==> src/rtl/pipe_hazard_ctrl_pkg.sv <==
// Shared types for the pipeline stall/flush controller: FSM encoding, MEM bit indices,
// and the bundle of stage-enable/flush controls with its canonical values.
package pipe_hazard_ctrl_pkg;

  localparam int REG_W  = 5;
  localparam int MEM_RD = 1;
  localparam int MEM_WR = 0;
  localparam int WAIT_W = 8;

  typedef enum logic [1:0] {
    ST_RUN      = 2'd0,
    ST_MEM_WAIT = 2'd1,
    ST_HALT     = 2'd2
  } state_e;

  typedef struct packed {
    logic pc_en;
    logic ifid_en;
    logic idex_en;
    logic exmem_en;
    logic memwb_en;
    logic ifid_flush;
    logic idex_bubble;
  } ctrl_t;

  localparam ctrl_t CTRL_PASS   = '{1'b1, 1'b1, 1'b1, 1'b1, 1'b1, 1'b0, 1'b0};
  localparam ctrl_t CTRL_FREEZE = '{1'b0, 1'b0, 1'b0, 1'b0, 1'b0, 1'b0, 1'b0};

  // Branch beats load-use: the flush already discards the dependent instruction in ID.
  function automatic ctrl_t hazard_ctrl(input logic branch_taken, input logic load_use);
    ctrl_t c;
    c = CTRL_PASS;
    if (branch_taken) begin
      c.ifid_flush  = 1'b1;
      c.idex_bubble = 1'b1;
    end else if (load_use) begin
      c.pc_en       = 1'b0;
      c.ifid_en     = 1'b0;
      c.idex_bubble = 1'b1;
    end
    return c;
  endfunction

endpackage

==> src/rtl/pipe_hazard_ctrl_if.sv <==
// Hazard inputs from ID/EX/EX-MEM and the stage controls returned to the datapath.
// master = controller side, slave = datapath side.
interface pipe_hazard_ctrl_if
  import pipe_hazard_ctrl_pkg::*;
#(
  parameter int CNT_W = 16
) ();

  logic [REG_W-1:0] id_rs;
  logic [REG_W-1:0] id_rt;
  logic             id_uses_rt;
  logic             idex_memread;
  logic [REG_W-1:0] idex_rt;
  logic [1:0]       exmem_mem;
  logic             branch_taken;
  logic             dmem_ready;

  logic             pc_en;
  logic             ifid_en;
  logic             idex_en;
  logic             exmem_en;
  logic             memwb_en;
  logic             ifid_flush;
  logic             idex_bubble;
  logic             dmem_req;
  logic             mem_err;
  logic [CNT_W-1:0] stall_cnt;

  modport master (
    input  id_rs, id_rt, id_uses_rt, idex_memread, idex_rt, exmem_mem, branch_taken, dmem_ready,
    output pc_en, ifid_en, idex_en, exmem_en, memwb_en, ifid_flush, idex_bubble,
           dmem_req, mem_err, stall_cnt
  );

  modport slave (
    output id_rs, id_rt, id_uses_rt, idex_memread, idex_rt, exmem_mem, branch_taken, dmem_ready,
    input  pc_en, ifid_en, idex_en, exmem_en, memwb_en, ifid_flush, idex_bubble,
           dmem_req, mem_err, stall_cnt
  );

endinterface

==> src/rtl/pipe_hazard_ctrl_hazard_detect.sv <==
// Combinational load-use comparator: the load in EX writes a register the ID instruction reads.
// $zero never creates a dependency.
module pipe_hazard_ctrl_hazard_detect
  import pipe_hazard_ctrl_pkg::*;
(
  input  logic [REG_W-1:0] id_rs,
  input  logic [REG_W-1:0] id_rt,
  input  logic             id_uses_rt,
  input  logic             idex_memread,
  input  logic [REG_W-1:0] idex_rt,
  output logic             load_use
);

  always_comb begin
    load_use = idex_memread && (idex_rt != '0) &&
               ((idex_rt == id_rs) || (id_uses_rt && (idex_rt == id_rt)));
  end

endmodule

==> src/rtl/pipe_hazard_ctrl.sv <==
// Pipeline stall/flush controller: load-use stalls, taken-branch flushes and
// data-memory waits with a timeout that halts the pipe until reset.
module pipe_hazard_ctrl
  import pipe_hazard_ctrl_pkg::*;
#(
  parameter int TIMEOUT = 16,
  parameter int CNT_W   = 16
) (
  input  logic                clk,
  input  logic                rst,
  pipe_hazard_ctrl_if.master  hz
);

  localparam logic [WAIT_W-1:0] WAIT_LAST = WAIT_W'(TIMEOUT - 1);
  localparam logic [CNT_W-1:0]  CNT_MAX   = {CNT_W{1'b1}};
  localparam logic [CNT_W-1:0]  CNT_ONE   = {{(CNT_W-1){1'b0}}, 1'b1};

  state_e              state_q, state_d;
  logic [WAIT_W-1:0]   wait_q, wait_d;
  logic                mem_err_q, mem_err_d;
  logic [CNT_W-1:0]    stall_q, stall_d;

  logic  load_use;
  logic  mem_op;
  logic  dmem_req;
  ctrl_t ctrl;

  pipe_hazard_ctrl_hazard_detect u_hazard_detect (
    .id_rs        (hz.id_rs),
    .id_rt        (hz.id_rt),
    .id_uses_rt   (hz.id_uses_rt),
    .idex_memread (hz.idex_memread),
    .idex_rt      (hz.idex_rt),
    .load_use     (load_use)
  );

  assign mem_op = hz.exmem_mem[MEM_RD] | hz.exmem_mem[MEM_WR];

  always_comb begin
    state_d   = state_q;
    wait_d    = wait_q;
    mem_err_d = mem_err_q;
    ctrl      = CTRL_PASS;
    dmem_req  = 1'b0;

    unique case (state_q)
      ST_RUN: begin
        dmem_req = mem_op;
        if (mem_op && !hz.dmem_ready) begin
          ctrl    = CTRL_FREEZE;
          state_d = ST_MEM_WAIT;
          wait_d  = WAIT_W'(1);
        end else begin
          ctrl = hazard_ctrl(hz.branch_taken, load_use);
        end
      end
      ST_MEM_WAIT: begin
        // Request stays up regardless of exmem_mem: EX/MEM is frozen, so it cannot change.
        dmem_req = 1'b1;
        if (hz.dmem_ready) begin
          ctrl    = hazard_ctrl(hz.branch_taken, load_use);
          state_d = ST_RUN;
          wait_d  = '0;
        end else begin
          ctrl = CTRL_FREEZE;
          if (wait_q >= WAIT_LAST) begin
            mem_err_d = 1'b1;
            state_d   = ST_HALT;
          end else begin
            wait_d = wait_q + WAIT_W'(1);
          end
        end
      end
      ST_HALT: begin
        ctrl = CTRL_FREEZE;
      end
      default: begin
        state_d = ST_RUN;
      end
    endcase

    // Reset overrides the outputs in the same cycle so a pending access is dropped at once.
    if (rst) begin
      ctrl      = CTRL_PASS;
      dmem_req  = 1'b0;
      state_d   = ST_RUN;
      wait_d    = '0;
      mem_err_d = 1'b0;
    end

    stall_d = stall_q;
    if (rst) begin
      stall_d = '0;
    end else if (!ctrl.pc_en && (stall_q != CNT_MAX)) begin
      stall_d = stall_q + CNT_ONE;
    end
  end

  always_ff @(posedge clk) begin
    state_q   <= state_d;
    wait_q    <= wait_d;
    mem_err_q <= mem_err_d;
    stall_q   <= stall_d;
  end

  assign hz.pc_en       = ctrl.pc_en;
  assign hz.ifid_en     = ctrl.ifid_en;
  assign hz.idex_en     = ctrl.idex_en;
  assign hz.exmem_en    = ctrl.exmem_en;
  assign hz.memwb_en    = ctrl.memwb_en;
  assign hz.ifid_flush  = ctrl.ifid_flush;
  assign hz.idex_bubble = ctrl.idex_bubble;
  assign hz.dmem_req    = dmem_req;
  assign hz.mem_err     = mem_err_q;
  assign hz.stall_cnt   = stall_q;

endmodule

==> src/flat_wrapper.sv <==
// flat-port wrapper written by rule: the top's interface ports become plain ports
module pipe_hazard_ctrl_flat import pipe_hazard_ctrl_pkg::*;
#(
  parameter int TIMEOUT = 16,
  parameter int CNT_W   = 16
)
  (clk, rst, hz_id_rs, hz_id_rt, hz_id_uses_rt, hz_idex_memread, hz_idex_rt, hz_exmem_mem, hz_branch_taken, hz_dmem_ready, hz_pc_en, hz_ifid_en, hz_idex_en, hz_exmem_en, hz_memwb_en, hz_ifid_flush, hz_idex_bubble, hz_dmem_req, hz_mem_err, hz_stall_cnt);
  pipe_hazard_ctrl_if #(.CNT_W(CNT_W)) hz_i ();
  input  logic clk;
  input  logic rst;
  input wire logic [$bits(hz_i.id_rs)-1:0] hz_id_rs;
  input wire logic [$bits(hz_i.id_rt)-1:0] hz_id_rt;
  input wire logic [$bits(hz_i.id_uses_rt)-1:0] hz_id_uses_rt;
  input wire logic [$bits(hz_i.idex_memread)-1:0] hz_idex_memread;
  input wire logic [$bits(hz_i.idex_rt)-1:0] hz_idex_rt;
  input wire logic [$bits(hz_i.exmem_mem)-1:0] hz_exmem_mem;
  input wire logic [$bits(hz_i.branch_taken)-1:0] hz_branch_taken;
  input wire logic [$bits(hz_i.dmem_ready)-1:0] hz_dmem_ready;
  output wire logic [$bits(hz_i.pc_en)-1:0] hz_pc_en;
  output wire logic [$bits(hz_i.ifid_en)-1:0] hz_ifid_en;
  output wire logic [$bits(hz_i.idex_en)-1:0] hz_idex_en;
  output wire logic [$bits(hz_i.exmem_en)-1:0] hz_exmem_en;
  output wire logic [$bits(hz_i.memwb_en)-1:0] hz_memwb_en;
  output wire logic [$bits(hz_i.ifid_flush)-1:0] hz_ifid_flush;
  output wire logic [$bits(hz_i.idex_bubble)-1:0] hz_idex_bubble;
  output wire logic [$bits(hz_i.dmem_req)-1:0] hz_dmem_req;
  output wire logic [$bits(hz_i.mem_err)-1:0] hz_mem_err;
  output wire logic [$bits(hz_i.stall_cnt)-1:0] hz_stall_cnt;
  assign hz_i.id_rs = hz_id_rs;
  assign hz_i.id_rt = hz_id_rt;
  assign hz_i.id_uses_rt = hz_id_uses_rt;
  assign hz_i.idex_memread = hz_idex_memread;
  assign hz_i.idex_rt = hz_idex_rt;
  assign hz_i.exmem_mem = hz_exmem_mem;
  assign hz_i.branch_taken = hz_branch_taken;
  assign hz_i.dmem_ready = hz_dmem_ready;
  assign hz_pc_en = hz_i.pc_en;
  assign hz_ifid_en = hz_i.ifid_en;
  assign hz_idex_en = hz_i.idex_en;
  assign hz_exmem_en = hz_i.exmem_en;
  assign hz_memwb_en = hz_i.memwb_en;
  assign hz_ifid_flush = hz_i.ifid_flush;
  assign hz_idex_bubble = hz_i.idex_bubble;
  assign hz_dmem_req = hz_i.dmem_req;
  assign hz_mem_err = hz_i.mem_err;
  assign hz_stall_cnt = hz_i.stall_cnt;
  pipe_hazard_ctrl #(.TIMEOUT(TIMEOUT), .CNT_W(CNT_W)) u_core (.clk(clk), .rst(rst), .hz(hz_i));
endmodule
==> config.mk <==
export PLATFORM = sky130hd
export DESIGN_NAME = pipe_hazard_ctrl_flat
export DESIGN_NICKNAME = d
export VERILOG_FILES = /design/src/rtl/pipe_hazard_ctrl_pkg.sv /design/src/rtl/pipe_hazard_ctrl_if.sv /design/src/rtl/pipe_hazard_ctrl_hazard_detect.sv /design/src/rtl/pipe_hazard_ctrl.sv /design/src/flat_wrapper.sv
export SDC_FILE = /design/constraint.sdc
export NUM_CORES = 1
export LEC_CHECK = 0
export CAP_MARGIN = 20
export CORE_MARGIN = 2
export CORE_UTILIZATION = 49
export DETAILED_ROUTE_END_ITERATION = 12
export HOLD_SLACK_MARGIN = 0.06
export PLACE_DENSITY_LB_ADDON = 0.08
export SKIP_LAST_GASP = 1
export SLEW_MARGIN = 10
export SYNTH_ARGS = -nofsm -noshare
export SYNTH_HDL_FRONTEND = slang
export SYNTH_SLANG_ARGS = --single-unit
==> constraint.sdc <==
create_clock -name clk -period 3.6 [get_ports clk]
set_input_delay 0.54 -clock clk [delete_from_list [all_inputs] [get_ports clk]]
set_output_delay 0.54 -clock clk [all_outputs]
set_load 0.01 [all_outputs]
Word level (Yosys, flattened, before mapping)
Cells that the tools add are included.
{ "word_totals": {"reg_bits": 27, "inputBits": 23, "out_inout_bits": 25, "wordCells": 51} }
{ "op_classes": {"addsub": 2, "order_cmp": 1, "n_eq_ne": 8, "n_mux": 19, "n_bitwise": 3, "n_reduce_logical": 14} }
{ "op_table": {"columns": ["operator", "count"], "rows": [
  ["8-bit 2-to-1 mux", 3],
  ["7-bit 2-to-1 mux", 3],
  ["7-bit case mux with 3 select lines", 1],
  ["16-bit by 1-bit adder with 16-bit output, second input constant", 1],
  ["16-bit != test, second input constant", 1],
  ["8-bit case mux with 2 select lines", 1],
  ["5-bit == test", 2],
  ["2-bit 2-to-1 mux", 5],
  ["3-bit AND reduction", 3],
  ["8-bit by 1-bit adder with 8-bit output, second input constant", 1],
  ["8-bit by 4-bit >= comparator with 1-bit output, second input constant", 1],
  ["2-bit case mux with 3 select lines", 1],
  ["1-bit logical AND", 5],
  ["5-bit nonzero test", 1],
  ["1-bit 2-to-1 mux", 4],
  ["3-bit by 2-bit != test with 1-bit output, second input constant", 1],
  ["3-bit != test, second input constant", 1],
  ["2-bit by 1-bit == test with 1-bit output, second input constant", 1],
  ["2-bit == test, second input constant", 1],
  ["1-bit logical NOT", 2],
  ["2-bit logical NOT", 1],
  ["2-bit by 1-bit != test with 1-bit output, second input constant", 1],
  ["1-bit NOT", 2],
  ["1-bit case mux with 2 select lines", 1],
  ["other kinds (3)", 3]
]} }

Longest topological paths before layout
{ "logic_depth": {"ltp_word": 11, "mapped_depth": 9, "ltp_nobuf": 8} }

Hierarchy
A second synthesis with hierarchy kept.
{ "unflattened": {"hier_cells": 179, "area_unflattened_um2": 1524.0} }
{ "by_module_without_submodules": {"columns": ["mod", "n_inst", "cells_each", "area_each_um2", "seq_area_each_um2"], "rows": [
  ["pipe_hazard_ctrl", 1, 162, 1391.3, 540.5],
  ["pipe_hazard_ctrl_hazard_detect", 1, 17, 132.6, 0.0]
]} }

Worst setup path after synthesis
No wires, ideal clock.
{ "synth_path": {"path_kind": "input to output", "from": "input hz_idex_rt[0]", "to": "output hz_pc_en", "t_arrival_ns": 1.879, "required_ns": 3.060, "setup_slack_ns": 1.181, "path_stages": 6, "path_buffers": 2, "cell_sequence": "or4_1 o21a_1 and3b_4 a21boi_4 buf_6 buf_4"} }
{ "synth_via": {"elab_chain_len": 9, "word_cells_on_any_way": 13, "cone_classes": "eq/ne (2); mux (6); reduce/logical (5)"} }
{ "synth_rtl": {"columns": ["element", "line", "source"], "rows": [
  ["from (decl)", "flat_wrapper.sv:15", "input wire logic [$bits(hz_i.idex_rt)-1:0] hz_idex_rt;"],
  ["5-bit == test", "pipe_hazard_ctrl_hazard_detect.sv:16", "((idex_rt == id_rs) || (id_uses_rt && (idex_rt == id_rt)));"],
  ["1-bit logical AND", "pipe_hazard_ctrl_hazard_detect.sv:16", null],
  ["1-bit logical OR", "pipe_hazard_ctrl_hazard_detect.sv:16", null],
  ["1-bit logical AND *", "pipe_hazard_ctrl_hazard_detect.sv:15", "load_use = idex_memread && (idex_rt != '0) &&"],
  ["2-bit 2-to-1 mux *", "pipe_hazard_ctrl_pkg.sv:36", "end else if (load_use) begin"],
  ["2-bit 2-to-1 mux *", "pipe_hazard_ctrl_pkg.sv:33", "if (branch_taken) begin"],
  ["7-bit 2-to-1 mux, on equally long branches", "pipe_hazard_ctrl.sv:60, pipe_hazard_ctrl.sv:49", null],
  ["7-bit case mux with 3 select lines *", "pipe_hazard_ctrl.sv:46", "unique case (state_q)"],
  ["7-bit 2-to-1 mux *", "pipe_hazard_ctrl.sv:83", "if (rst) begin"],
  ["to (decl)", "flat_wrapper.sv:19", "output wire logic [$bits(hz_i.pc_en)-1:0] hz_pc_en;"]
]} }
Every way passes the cells marked *; elsewhere a longest branch is shown, timed or not.

Worst setup path in the final report
{ "layout_path": {"from": "input hz_idex_rt[0]", "to": "output hz_ifid_en"} }
{ "layout_via": {"elab_chain_len": 9, "word_cells_on_any_way": 13, "cone_classes": "eq/ne (2); mux (6); reduce/logical (5)"} }
{ "layout_rtl": {"columns": ["element", "line", "source"], "rows": [
  ["5-bit == test", "pipe_hazard_ctrl_hazard_detect.sv:16", null],
  ["1-bit logical AND", "pipe_hazard_ctrl_hazard_detect.sv:16", null],
  ["1-bit logical OR", "pipe_hazard_ctrl_hazard_detect.sv:16", null],
  ["1-bit logical AND *", "pipe_hazard_ctrl_hazard_detect.sv:15", null],
  ["2-bit 2-to-1 mux *", "pipe_hazard_ctrl_pkg.sv:36", null],
  ["2-bit 2-to-1 mux *", "pipe_hazard_ctrl_pkg.sv:33", null],
  ["7-bit 2-to-1 mux, on equally long branches", "pipe_hazard_ctrl.sv:60, pipe_hazard_ctrl.sv:49", null],
  ["7-bit case mux with 3 select lines *", "pipe_hazard_ctrl.sv:46", null],
  ["7-bit 2-to-1 mux *", "pipe_hazard_ctrl.sv:83", null],
  ["to (decl)", "flat_wrapper.sv:20", "output wire logic [$bits(hz_i.ifid_en)-1:0] hz_ifid_en;"]
]} }
Marks and branches as above.

==> impl_metrics.yaml <==
status:
  status: "complete, but fails checks"
  violations: "DRC"
power:
  p_per_area_mw_per_mm2: 270
  clkPwrFrac_pct: 25.1
  internal_power_uw: 397
  power_leakage_uw: 0.000684
  seqPwrFrac_pct: 57.6
  p_sw_share_pct: 25.4
  power_switching_uw: 135
  peakVddDrop_mv: 0.254
  combPwrFrac_pct: 17.3
floorplanning:
  io_pins: 48
  rows: 19
  die_area_mm2: 0.00345
  coreArea_mm2: 0.00281
  die_x_um: 58.8
  die_y_um: 58.8
  initial_core_util_pct: 52.4
sta:
  final_hold_viol_count: 0
  period_share_pct: 90.1
  tns_ps: 0
  setup_viol: 0
  slew_violations: 0
  clock_skew_ps: 10.9
  relSlewSlack_pct: 67.1
  fmax_ghz: 0.308
  period_minus_slack_ps: 3240
  rsz0062_at_grt: "false"
  worst_pin_slew_ps: 488
synthesis:
  synth_nets: 203
  synth_xor_area_share_pct: 13.1
  synth_simple_gate_area_share_pct: 30.2
  yosys-top-cells-area: "dfxtp_1 (37%), xnor2_1 (13%), nor2_1 (7.4%)"
  netlist.area_leader.share_pct: 36.8
  synth_cells: 178
  ys_seq_area_share_pct: 36.8
  synth-compound-area-share_pct: 11.6
  synth_adder_area_share_pct: 1.70
  synth_seq_cells: 27
  synth_warnings: 0
  netlist_area_mm2: 0.00147
  syn_avg_cell_area_um2: 8.25
  yosysTopAreaCell: "dfxtp_1"
  synth.distinct_cells: 40
  synth_top_family_by_area: "simple AND/OR/NAND/NOR gates"
  synthMuxAreaShare_pct: 2.21
critical_path:
  endpoint_kind: "output port"
  required_ps: 3060
  max_stage_delay_ps: 560
  cp_max_fo: 3
  crit_type: "in2out"
  critical_path.slowest_cell: "clkdlybuf4s50_1"
  worstPathCellList: "clkdlybuf4s50_1, or4_1, o21a_1, and3b_4, a21boi_4, clkdlybuf4s50_1"
  cp.arrival_ps: 2700
  crit_top_cell: "clkdlybuf4s50_1"
  cp-start-kind: "input pin"
clock_tree:
  clk_latency_ps: 330
  h-tree-depth: 1
  clockBufferDepth: 2
  post_cts_resized: 0
  cts_made_buffers: 3
  post_cts_buffers: 0
  cts_tree: "done"
  clkTransAtPathRegs_ps: 150
  cts_hold_buffers: 0
  cts.sinks: 27
  clockRootBuffer: "clkbuf_4"
placed_design:
  place_area_mm2: 0.00194
  placed_cells: 248
  gp_congestion: 0.803
  port_buffers: 47
  dpl.hpwl_um: 2580
global_route:
  grt_pass1_vias: 1264
  grt_pass1_wl_um: 5590
  grt.overflow.total: 0
  antenna_found_initial: 0
  grt_usage_pct: 20.8
  grt_max_degree: 20
route:
  wirelength_um: 3390
  wl_per_cell_um: 13.5
  first_pass_iters: 8
  antenna_left: 0
  drtIter0Drc: 95
  vias: 1371
  drc: 4
  vias_per_cell: 5.44
finish:
  stdcell_area_mm2: 0.00197
  diodes: 0
  final_common_cell: "clkdlybuf4s50_1"
  mostFrequentLayoutCells: "clkdlybuf4s50_1 (47), nor2_1 (29), dfxtp_1 (27), xnor2_1 (21), nand2_1 (12)"
  layout-drive-gt1-share_pct: 4.98
  fillers: 247
  num-nets-final: 247
  post_layout_nonfiller_instances: 252
  area_delta_synth_final_pct: 34.1
run:
  maxCapViolCount: 0
hold_path:
  min_path_type: "reg2reg"
layout make-up:
class / count / area [um2] / area share [%]
multi-input cells: 139 / 863 / 43.8
clock inverters: 1 / 7.51 / 0.381
clock buffers: 3 / 22.5 / 1.14
inverters: 1 / 3.75 / 0.191
flip-flops and latches: 27 / 541 / 27.4
well taps: 31 / 38.8 / 1.97
repair buffers: 50 / 493 / 25.0
synth_stat cells:
library cell / n
a41oi_1: 1
o21a_1: 1
and2_1: 1
a31oi_1: 3
nor2_2: 1
buf_6: 1
ha_1: 2
inv_1: 1
buf_4: 3
nand2_1: 12
nand3_1: 9
nor3_1: 6
o21bai_1: 1
o211ai_1: 1
nor3b_1: 4
mux2_1: 2
nor4b_1: 1
o21ai_0: 5
nand2b_1: 2
o22ai_1: 1
clkbuf_1: 6
or2_1: 1
nor2b_1: 4
nor4_1: 4
and4_1: 1
a21boi_4: 1
xnor2_1: 21
xor2_1: 1
and3b_1: 1
and3b_4: 1
or4_1: 1
mux2i_1: 1
nand4_1: 6
and3_1: 3
a311oi_2: 1
a21oi_1: 9
buf_2: 1
a41o_1: 1
dfxtp_1: 27
nor2_1: 29
cells by family (layout without fill, tap and decap cells):
logic type               Yosys count  after routing
flip-flops                        27             27
multiplexers                       3              3
XOR/XNOR                          22             22
buffers and inverters             12             55
AND/OR/NAND/NOR                   87             87
adder cells (fa/ha/maj)            2              2
AO/OA/AOI/OAI                     25             25
registers in the layout, summed over array words and instances, names as in the netlist:
signal / cells
u_core.hz.stall_cnt: 16
u_core.wait_q: 8
u_core.state_q: 2
u_core.hz.mem_err: 1
metrics by stage:
step	hold slack, ps	utilization (%)	setup slack, ps	total power, uW
2_1_floorplan	438	-	1180	359
4_1_cts	500	70.2	343	539
3_5_place_dp	468	69.1	355	405
6_report	498	70.2	357	532
5_1_grt	516	70.2	229	564
3_3_place_gp	455	69.1	380	402
metal layers:
layer / wire length, um / up-vias / global-route usage [%]
met4: 22 / 0 / 5.84
met1: 1510 / 628 / 25.8
met3: 164 / 2 / 3.52
met5: 0 / - / 0
li1: - / 707 / -
met2: 1700 / 34 / 36.7
power by group through the flow:
stage | sequential [uW] | clock, uW | combinational, uW
5_1_grt | 308 | 156 | 99.7
2_1_floorplan | 312 | 0 | 46.7
4_1_cts | 307 | 140 | 92.7
6_report | 307 | 134 | 91.9
3_3_place_gp | 313 | 0 | 89.4
3_5_place_dp | 313 | 0 | 92.0
critical path, delay by kind of cell:
family / cells / cell delay (ps)
buffers and inverters: 2 / 1030
AO/OA/AOI/OAI: 2 / 380
AND/OR/NAND/NOR: 2 / 750
final timing paths:
kind,to,startpoint,cells past startpoint,slack [ps]
max,hz_ifid_en,hz_idex_rt[0],6,360
max reg2reg,u_core.hz.stall_cnt[9],u_core.state_q[0],8,1250
min,u_core.wait_q[1],u_core.wait_q[1],2,500
min reg2reg,u_core.wait_q[1],u_core.wait_q[1],2,500
Note: power is estimated with default switching activity, not from simulation.
